==> src/rtl/rf_alu_sequencer.sv <==
// Read-execute-writeback sequencer for the register-file/ALU datapath.
// Each step k reads base+k and base+k+1 and writes the ALU result to base+k+2.
// Every output comes straight from a flop, so no input reaches an output combinationally.
module rf_alu_sequencer #(
  parameter int unsigned ADDR_W = 5,
  parameter int unsigned OP_W   = 5,
  parameter int unsigned CNT_W  = 5
) (
  input  logic              clk,
  input  logic              rst_n,
  input  logic              start_i,
  input  logic              hold_i,
  input  logic [ADDR_W-1:0] base_i,
  input  logic [CNT_W-1:0]  steps_i,
  input  logic [OP_W-1:0]   op_i,
  output logic [ADDR_W-1:0] addr1_o,
  output logic [ADDR_W-1:0] addr2_o,
  output logic [ADDR_W-1:0] addr3_o,
  output logic              write_enable_o,
  output logic [OP_W-1:0]   alu_op_o,
  output logic              busy_o,
  output logic              done_o,
  output logic [CNT_W-1:0]  step_idx_o
);

  typedef enum logic [2:0] {StIdle, StRead, StExec, StWrite, StFin} state_e;

  state_e            state_q;
  logic [ADDR_W-1:0] addr1_q, addr2_q, addr3_q;
  logic              we_q, busy_q, done_q;
  // alu_op_q doubles as the latched opcode: it is only cleared when the run ends
  logic [OP_W-1:0]   alu_op_q;
  logic [CNT_W-1:0]  steps_q, idx_q;

  // Sequencer FSM with registered outputs; hold freezes every flop
  always_ff @(posedge clk or negedge rst_n) begin
    if (!rst_n) begin
      state_q  <= StIdle;
      addr1_q  <= '0;
      addr2_q  <= '0;
      addr3_q  <= '0;
      we_q     <= 1'b0;
      busy_q   <= 1'b0;
      done_q   <= 1'b0;
      alu_op_q <= '0;
      steps_q  <= '0;
      idx_q    <= '0;
    end else if (!hold_i) begin
      unique case (state_q)
        StIdle: begin
          if (start_i) begin
            steps_q <= steps_i;
            if (steps_i != '0) begin
              state_q  <= StRead;
              addr1_q  <= base_i;
              addr2_q  <= base_i + ADDR_W'(1);
              addr3_q  <= base_i + ADDR_W'(2);
              idx_q    <= '0;
              busy_q   <= 1'b1;
              alu_op_q <= op_i;
            end else begin
              // empty run: report completion without touching the addresses
              state_q <= StFin;
              done_q  <= 1'b1;
            end
          end
        end
        StRead: begin
          state_q <= StExec;
        end
        StExec: begin
          state_q <= StWrite;
          we_q    <= 1'b1;
        end
        StWrite: begin
          we_q <= 1'b0;
          if (idx_q == steps_q - CNT_W'(1)) begin
            state_q  <= StFin;
            done_q   <= 1'b1;
            busy_q   <= 1'b0;
            alu_op_q <= '0;
          end else begin
            state_q <= StRead;
            idx_q   <= idx_q + CNT_W'(1);
            addr1_q <= addr1_q + ADDR_W'(1);
            addr2_q <= addr2_q + ADDR_W'(1);
            addr3_q <= addr3_q + ADDR_W'(1);
          end
        end
        StFin: begin
          state_q <= StIdle;
          done_q  <= 1'b0;
        end
        default: begin
          state_q <= StIdle;
        end
      endcase
    end
  end

  assign addr1_o        = addr1_q;
  assign addr2_o        = addr2_q;
  assign addr3_o        = addr3_q;
  assign write_enable_o = we_q;
  assign alu_op_o       = alu_op_q;
  assign busy_o         = busy_q;
  assign done_o         = done_q;
  assign step_idx_o     = idx_q;

endmodule
==> config.mk <==
export PLATFORM = sky130hd
export DESIGN_NAME = rf_alu_sequencer
export DESIGN_NICKNAME = d
export VERILOG_FILES = /design/src/rtl/rf_alu_sequencer.sv
export SDC_FILE = /design/constraint.sdc
export NUM_CORES = 1
export LEC_CHECK = 0
export CAP_MARGIN = 20
export CORE_AREA = 2 2 67 75
export CTS_CLUSTER_SIZE = 25
export DETAILED_ROUTE_END_ITERATION = 10
export DIE_AREA = 0 0 69 77
export GPL_ROUTABILITY_DRIVEN = 0
export PLACE_DENSITY = 0.79
export SLEW_MARGIN = 20
export SYNTH_ARGS = -nofsm -noshare
export SYNTH_HDL_FRONTEND = slang
export SYNTH_SLANG_ARGS = --single-unit
export TNS_END_PERCENT = 100
==> constraint.sdc <==
create_clock -name clk -period 3 [get_ports clk]
set_input_delay 0.3 -clock clk [delete_from_list [all_inputs] [get_ports clk]]
set_output_delay 0.3 -clock clk [all_outputs]
set_load 0.005 [all_outputs]
# Word-level counts from Yosys, hierarchy flattened
# Index checks and enable logic that the tools add are counted.
word_totals:
  out_inout_bits: 28
  reg_bits: 36
classes:
  addsub: 7
  muxes: 33
  reduce_logical: 11
  eq_ne: 10
  bitwise_logic: 1
op_table:
  columns: ["cell", "count"]
  rows:
  - ["two-way mux 5 bit", 15]
  - ["one-hot mux 5 bit (2 select lines)", 5]
  - ["adder 5 x 1 -> 5 bit, second input constant", 5]
  - ["AND reduction 5 bit", 3]
  - ["one-hot mux 3 bit (4 select lines)", 1]
  - ["inequality test 2 bit, second input constant", 5]
  - ["two-way mux 3 bit", 3]
  - ["== test 3 x 2 -> 1 bit, second input constant", 2]
  - ["two-way mux 1 bit", 6]
  - ["adder 5 x 2 -> 5 bit, second input constant", 1]
  - ["== test 5 bit", 1]
  - ["nonzero test 5 bit", 1]
  - ["subtractor 5 x 1 -> 5 bit, second input constant", 1]
  - ["one-hot mux 1 bit (2 select lines)", 2]
  - ["AND reduction 2 bit", 2]
  - ["nonzero test 2 bit", 2]
  - ["== test 3 x 1 -> 1 bit, second input constant", 1]
  - ["== test 3 bit, second input constant", 1]
  - ["logical NOT 3 bit", 1]
  - ["one-hot mux 1 bit (3 select lines)", 1]
  - ["AND reduction 3 bit", 1]
  - ["nonzero test 3 bit", 1]
  - ["NOT 1 bit", 1]

# Logic depth before layout (Yosys ltp)
logic_depth:
  depth_word: 4
  depth_mapped: 13
  mapped_depth_nobuf: 10

# Worst setup path after synthesis
# OpenSTA, ideal clock, no wires.
synth_timing:
  kind: "reg2reg"
  start: "register state_q[2]"
  end: "register addr2_q[4] (netlist: addr2_o[4])"
  synth_period_minus_slack_ps: 2524
  setup_time_ps: 129
  n_path_buf: 2
  setup_slack_ps: 476
  required_time_ps: 2871
  path_stages_with_launch: 12
  t_arrival_ps: 2395
  path_cell_list: "dfrtp_1 nand2b_1 or2_2 buf_2 buf_1 o21ai_0 ha_1 nand3_1 mux2i_1 nand3_1 o32ai_1 nor4_2"
synth_via:
  elab_chain_len: 3
  elab_cells_between_ends: 8
synth_rtl:
  columns: ["item", "line_no", "rtl"]
  rows:
  - ["start: declaration", "28", "state_e state_q;"]
  - ["start signal: assignment", "38", "state_q <= StIdle;"]
  - ["start signal: assignment", "54", "state_q <= StRead;"]
  - ["start signal: assignment", "63", "state_q <= StFin;"]
  - ["== test 3 x 2 -> 1 bit or logical NOT 3 bit (tied branches)", "49", "unique case (state_q)"]
  - ["inequality test 2 bit (no line) or nonzero test 2 bit (tied branches)", null, null]
  - ["AND reduction 5 bit (no line)", null, null]
  - ["end signal: assignment", "56", "addr2_q <= base_i + ADDR_W'(1);"]
  - ["end signal: assignment", "86", "addr2_q <= addr2_q + ADDR_W'(1);"]
  - ["end: declaration", "29", "logic [ADDR_W-1:0] addr1_q, addr2_q, addr3_q;"]
# Several ways; a longest one is shown, not always the timed one.
# A chain may end at the register's enable or synchronous reset.

# Worst setup path in the final report
layout_timing:
  start: "register state_q[1]"
  end: "register addr2_q[1] (netlist: addr2_o[1])"
# Same word-level chain as after synthesis.

==> impl_metrics.xml <==
<?xml version="1.0" encoding="UTF-8"?>
<metrics>
  <group name="floorplan">
    <metric name="floorplan.initialDensity" unit="">0.490</metric>
    <metric name="num_rows" unit="">26</metric>
    <metric name="die_area" unit="sq um">5310</metric>
    <metric name="floorplan.die.width" unit="um">69</metric>
    <metric name="dieHeight" unit="um">77</metric>
    <metric name="design.portCount" unit="">47</metric>
    <metric name="floorplan.core_area" unit="sq um">4550</metric>
  </group>
  <group name="power">
    <metric name="power_per_cell_area" unit="nW/um^2">1090</metric>
    <metric name="ir_drop" unit="V">0.000462</metric>
    <metric name="power.share.switching" unit="">0.432</metric>
    <metric name="power.leakage" unit="nW">1.16</metric>
    <metric name="total_power" unit="mW">3.06</metric>
    <metric name="power_frac_seq" unit="">0.331</metric>
    <metric name="switching_power" unit="mW">1.32</metric>
    <metric name="p_int" unit="mW">1.74</metric>
    <metric name="combPwrFrac" unit="">0.550</metric>
    <metric name="power_frac_clock" unit="">0.118</metric>
  </group>
  <group name="grt">
    <metric name="antenna_found_initial" unit="">0</metric>
    <metric name="grt_max_degree" unit="">37</metric>
    <metric name="via_count_of_the_first_global_routing_pass" unit="">2090</metric>
    <metric name="first_pass_grt_wire_length" unit="um">10100</metric>
    <metric name="global_route_usage_over_all_layers" unit="">0.237</metric>
    <metric name="total_congestion_overflow" unit="">0</metric>
  </group>
  <group name="detailed_routing">
    <metric name="route.detailed.wl_per_inst" unit="um">17.1</metric>
    <metric name="routed_via_density" unit="">6.23</metric>
    <metric name="first_pass_iters" unit="">4</metric>
    <metric name="drt_iter0_markers" unit="">235</metric>
    <metric name="routed_wl" unit="um">5900</metric>
    <metric name="dr_wl_met2" unit="um">2920</metric>
    <metric name="wirelength_met1" unit="um">2480</metric>
    <metric name="num_vias" unit="">2156</metric>
    <metric name="top_layer_used" unit="">met4</metric>
    <metric name="dr_wl_met3" unit="um">360</metric>
    <metric name="ant_nets" unit="">0</metric>
    <metric name="drc_errors" unit="">0</metric>
  </group>
  <group name="setup_path">
    <metric name="required" unit="ns">3.18</metric>
    <metric name="critPathKind" unit="">reg -&gt; reg</metric>
    <metric name="setup.worst_path.end_class" unit="">register</metric>
    <metric name="setup.worst_path.start_class" unit="">register</metric>
    <metric name="path_max_fanout" unit="">18</metric>
    <metric name="critical_path_arrival" unit="ns">2.67</metric>
  </group>
  <group name="min_path">
    <metric name="holdCritPathClass" unit="">in -&gt; async</metric>
  </group>
  <group name="yosys">
    <metric name="synth_top_family_by_area" unit="">compound AO/OA/AOI/OAI gates</metric>
    <metric name="postSynthRegisterBits" unit="">36</metric>
    <metric name="synth_edf_count" unit="">0</metric>
    <metric name="ys.flop_type" unit="">dfrtp_1</metric>
    <metric name="synth-xor-area-share" unit="">0.0353</metric>
    <metric name="syn-cell-area" unit="sq um">2230</metric>
    <metric name="synth.yosys.seq_area_share" unit="">0.404</metric>
    <metric name="synth.avg_cell_area" unit="sq um">9.14</metric>
    <metric name="synth.mux.area_fraction" unit="">0.00953</metric>
    <metric name="asyncSetResetFlopFracSynth" unit="">1.00</metric>
    <metric name="synthAdderAreaFrac" unit="">0.0337</metric>
    <metric name="synthesized_area_fraction_occupied_by_ao_oa_aoi_and_oai_cells" unit="">0.237</metric>
    <metric name="yosys.area_share.simple" unit="">0.227</metric>
    <metric name="netlist-cell-type-count" unit="">55</metric>
    <metric name="synthesis.instances" unit="">244</metric>
    <metric name="synth.net_count" unit="">269</metric>
    <metric name="synth-warning-count" unit="">0</metric>
  </group>
  <group name="final_layout">
    <metric name="fraction_of_layout_instances_using_a_drive_strength_above_1" unit="">0.0793</metric>
    <metric name="layout.nets" unit="">314</metric>
    <metric name="areaGrowthSynthToFinish" unit="%">26.4</metric>
    <metric name="layout.cell_area.non_filler" unit="sq um">2820</metric>
    <metric name="final_common_cell" unit="">clkdlybuf4s50_1</metric>
    <metric name="antenna_cells_inserted" unit="">0</metric>
    <metric name="layout.cells.most_common_list" unit="">clkdlybuf4s50_1 (45), dfrtp_1 (36), nand2_1 (30), nand3_1 (20), nor3_1 (12)</metric>
    <metric name="filler_cell_count" unit="">417</metric>
    <metric name="stdcell_count" unit="">346</metric>
  </group>
  <group name="placed_design">
    <metric name="dp.cells" unit="">338</metric>
    <metric name="placedInstanceArea" unit="sq um">2730</metric>
    <metric name="place_hpwl" unit="um">4220</metric>
    <metric name="post-place-ws" unit="ns">0.524</metric>
    <metric name="portBuffers" unit="">46</metric>
  </group>
  <group name="sta">
    <metric name="period_needed" unit="ns">2.50</metric>
    <metric name="final_total_negative_setup_slack" unit="ns">0</metric>
    <metric name="finalWorstSetupSlack" unit="ns">0.505</metric>
    <metric name="max_freq" unit="MHz">401</metric>
    <metric name="hold_viol_final" unit="">0</metric>
    <metric name="rsz_0062_raised_after_global_routing" unit="">no</metric>
    <metric name="min_period_over_period" unit="">0.832</metric>
    <metric name="fin_skew" unit="ns">0.00783</metric>
    <metric name="max_slew.worst_pin.slew" unit="ns">0.814</metric>
    <metric name="setup_viol" unit="">0</metric>
    <metric name="worst_slew_margin_rel" unit="">0.458</metric>
    <metric name="final-max-slew-violation-count" unit="">0</metric>
  </group>
  <group name="clocking">
    <metric name="cts_resized" unit="">0</metric>
    <metric name="numCtsBuffers" unit="">5</metric>
    <metric name="latest_clock_arrival_within_the_worst_skew_pair" unit="ns">0.30</metric>
    <metric name="cts_hold_buf" unit="">0</metric>
    <metric name="cts_tree" unit="">yes</metric>
    <metric name="clock_pin_slew_worst_setup_and_hold_paths" unit="ns">0.08</metric>
    <metric name="numClockSinks" unit="">36</metric>
    <metric name="clock_path_buffers" unit="">2</metric>
    <metric name="postCtsSetupBuffers" unit="">0</metric>
    <metric name="cts_max_level" unit="">2</metric>
    <metric name="root_buffer" unit="">clkbuf_8</metric>
  </group>
  <group name="run_status">
    <metric name="run_status" unit="">completed</metric>
  </group>
  <group name="run">
    <metric name="total_of_max_cap_violations" unit="">0</metric>
  </group>
</metrics>
## layer usage
metal  vias up  global-route usage
met2        75               0.375
met5         -                   0
met3        16              0.0512
li1       1016                   -
met1      1049               0.305
met4         0               0.116
## state kept, by name (all words and copies together) (netlist names)
| signal | cells |
|---|---|
| addr2_o | 5 |
| state_q | 3 |
| step_idx_o | 5 |
| addr1_o | 5 |
| busy_o | 1 |
| write_enable_o | 1 |
| addr3_o | 5 |
| alu_op_o | 5 |
| done_o | 1 |
| steps_q | 5 |
## synthesized netlist by cell type, drive strengths merged (2+ instances only)
library cell	number	area, sq um
dfrtp	36	901
nand2	30	113
nand3	20	100
nor3	12	60.1
inv	10	37.5
o21ai	10	50.1
buf	9	60.1
nor2	9	33.8
a31oi	8	50.1
o211ai	7	52.6
o311ai	7	61.3
and3	6	37.5
clkbuf	6	22.5
ha	6	75.1
a21oi	5	25.0
a22o	5	43.8
or4	5	37.5
xor2	5	43.8
xnor2	4	35.0
a2111oi	3	32.5
a21o	3	22.5
o2111ai	3	26.3
o22a	3	26.3
or3	3	18.8
a211oi	2	27.5
a311oi	2	23.8
and3b	2	17.5
nand4	2	12.5
nor2b	2	20.0
nor3b	2	15.0
o221ai	2	17.5
## final cells by class
type / count / area, sq um / area share
multi-input combinational: 183 / 1210 / 0.429
sequential: 36 / 901 / 0.320
timing repair buffer: 53 / 508 / 0.180
clock buffer: 6 / 82.6 / 0.0293
tap: 56 / 70.1 / 0.0249
inverter: 10 / 37.5 / 0.0133
clock inverter: 2 / 10.0 / 0.00355
## power by group through the flow
stage	clock, mW	sequential (mW)	combinational (mW)
2_1_floorplan	0	0.937	1.09
3_3_place_gp	0	1.01	1.65
3_5_place_dp	0	1.02	1.68
4_1_cts	0.372	1.01	1.69
5_1_grt	0.398	1.06	1.85
6_report	0.362	1.02	1.69
## kinds of logic after synthesis
group                      after synthesis
xor gates and xnor gates                 9
muxes                                    2
buffers and inverters                   25
and+or+nand+nor                         98
DFF                                     36
AOI/OAI and AO/OA                       68
adders and majority gates                6
## worst paths after layout
path / startpoint / to / slack [ns] / cells past startpoint
worst max-delay path: state_q[1]$_DFFE_PN0P_ / addr2_o[1]$_DFFE_PN0P_ / 0.50 / 6
worst min-delay path: rst_n / done_o$_DFFE_PN0P_ / 0.09 / 1
worst max register to register: state_q[1]$_DFFE_PN0P_ / addr2_o[1]$_DFFE_PN0P_ / 0.50 / 6
worst min register to register: busy_o$_DFFE_PN0P_ / busy_o$_DFFE_PN0P_ / 0.49 / 1
max in group asynchronous: rst_n / alu_op_o[3]$_DFFE_PN0P_ / 2.39 / 1
min in group clk: busy_o$_DFFE_PN0P_ / busy_o$_DFFE_PN0P_ / 0.49 / 1
## worst max-delay path, cell delays in order, from the launching register on
cell and delay (ns):
dfrtp_1 0.50, nand2b_1 0.21, or2_2 0.36, buf_4 0.21, a2111oi_2 0.54, nor2_1 0.20, mux2_1 0.34
## per-stage QoR
stage,utilization,hold slack [ns]
after floorplan,-,0.00441
after global placement,0.599,0.440
after detailed placement,0.599,0.451
after CTS,0.619,0.120
after global routing,0.619,0.155
final,0.619,0.0900
(Power assumes the default switching activity.)
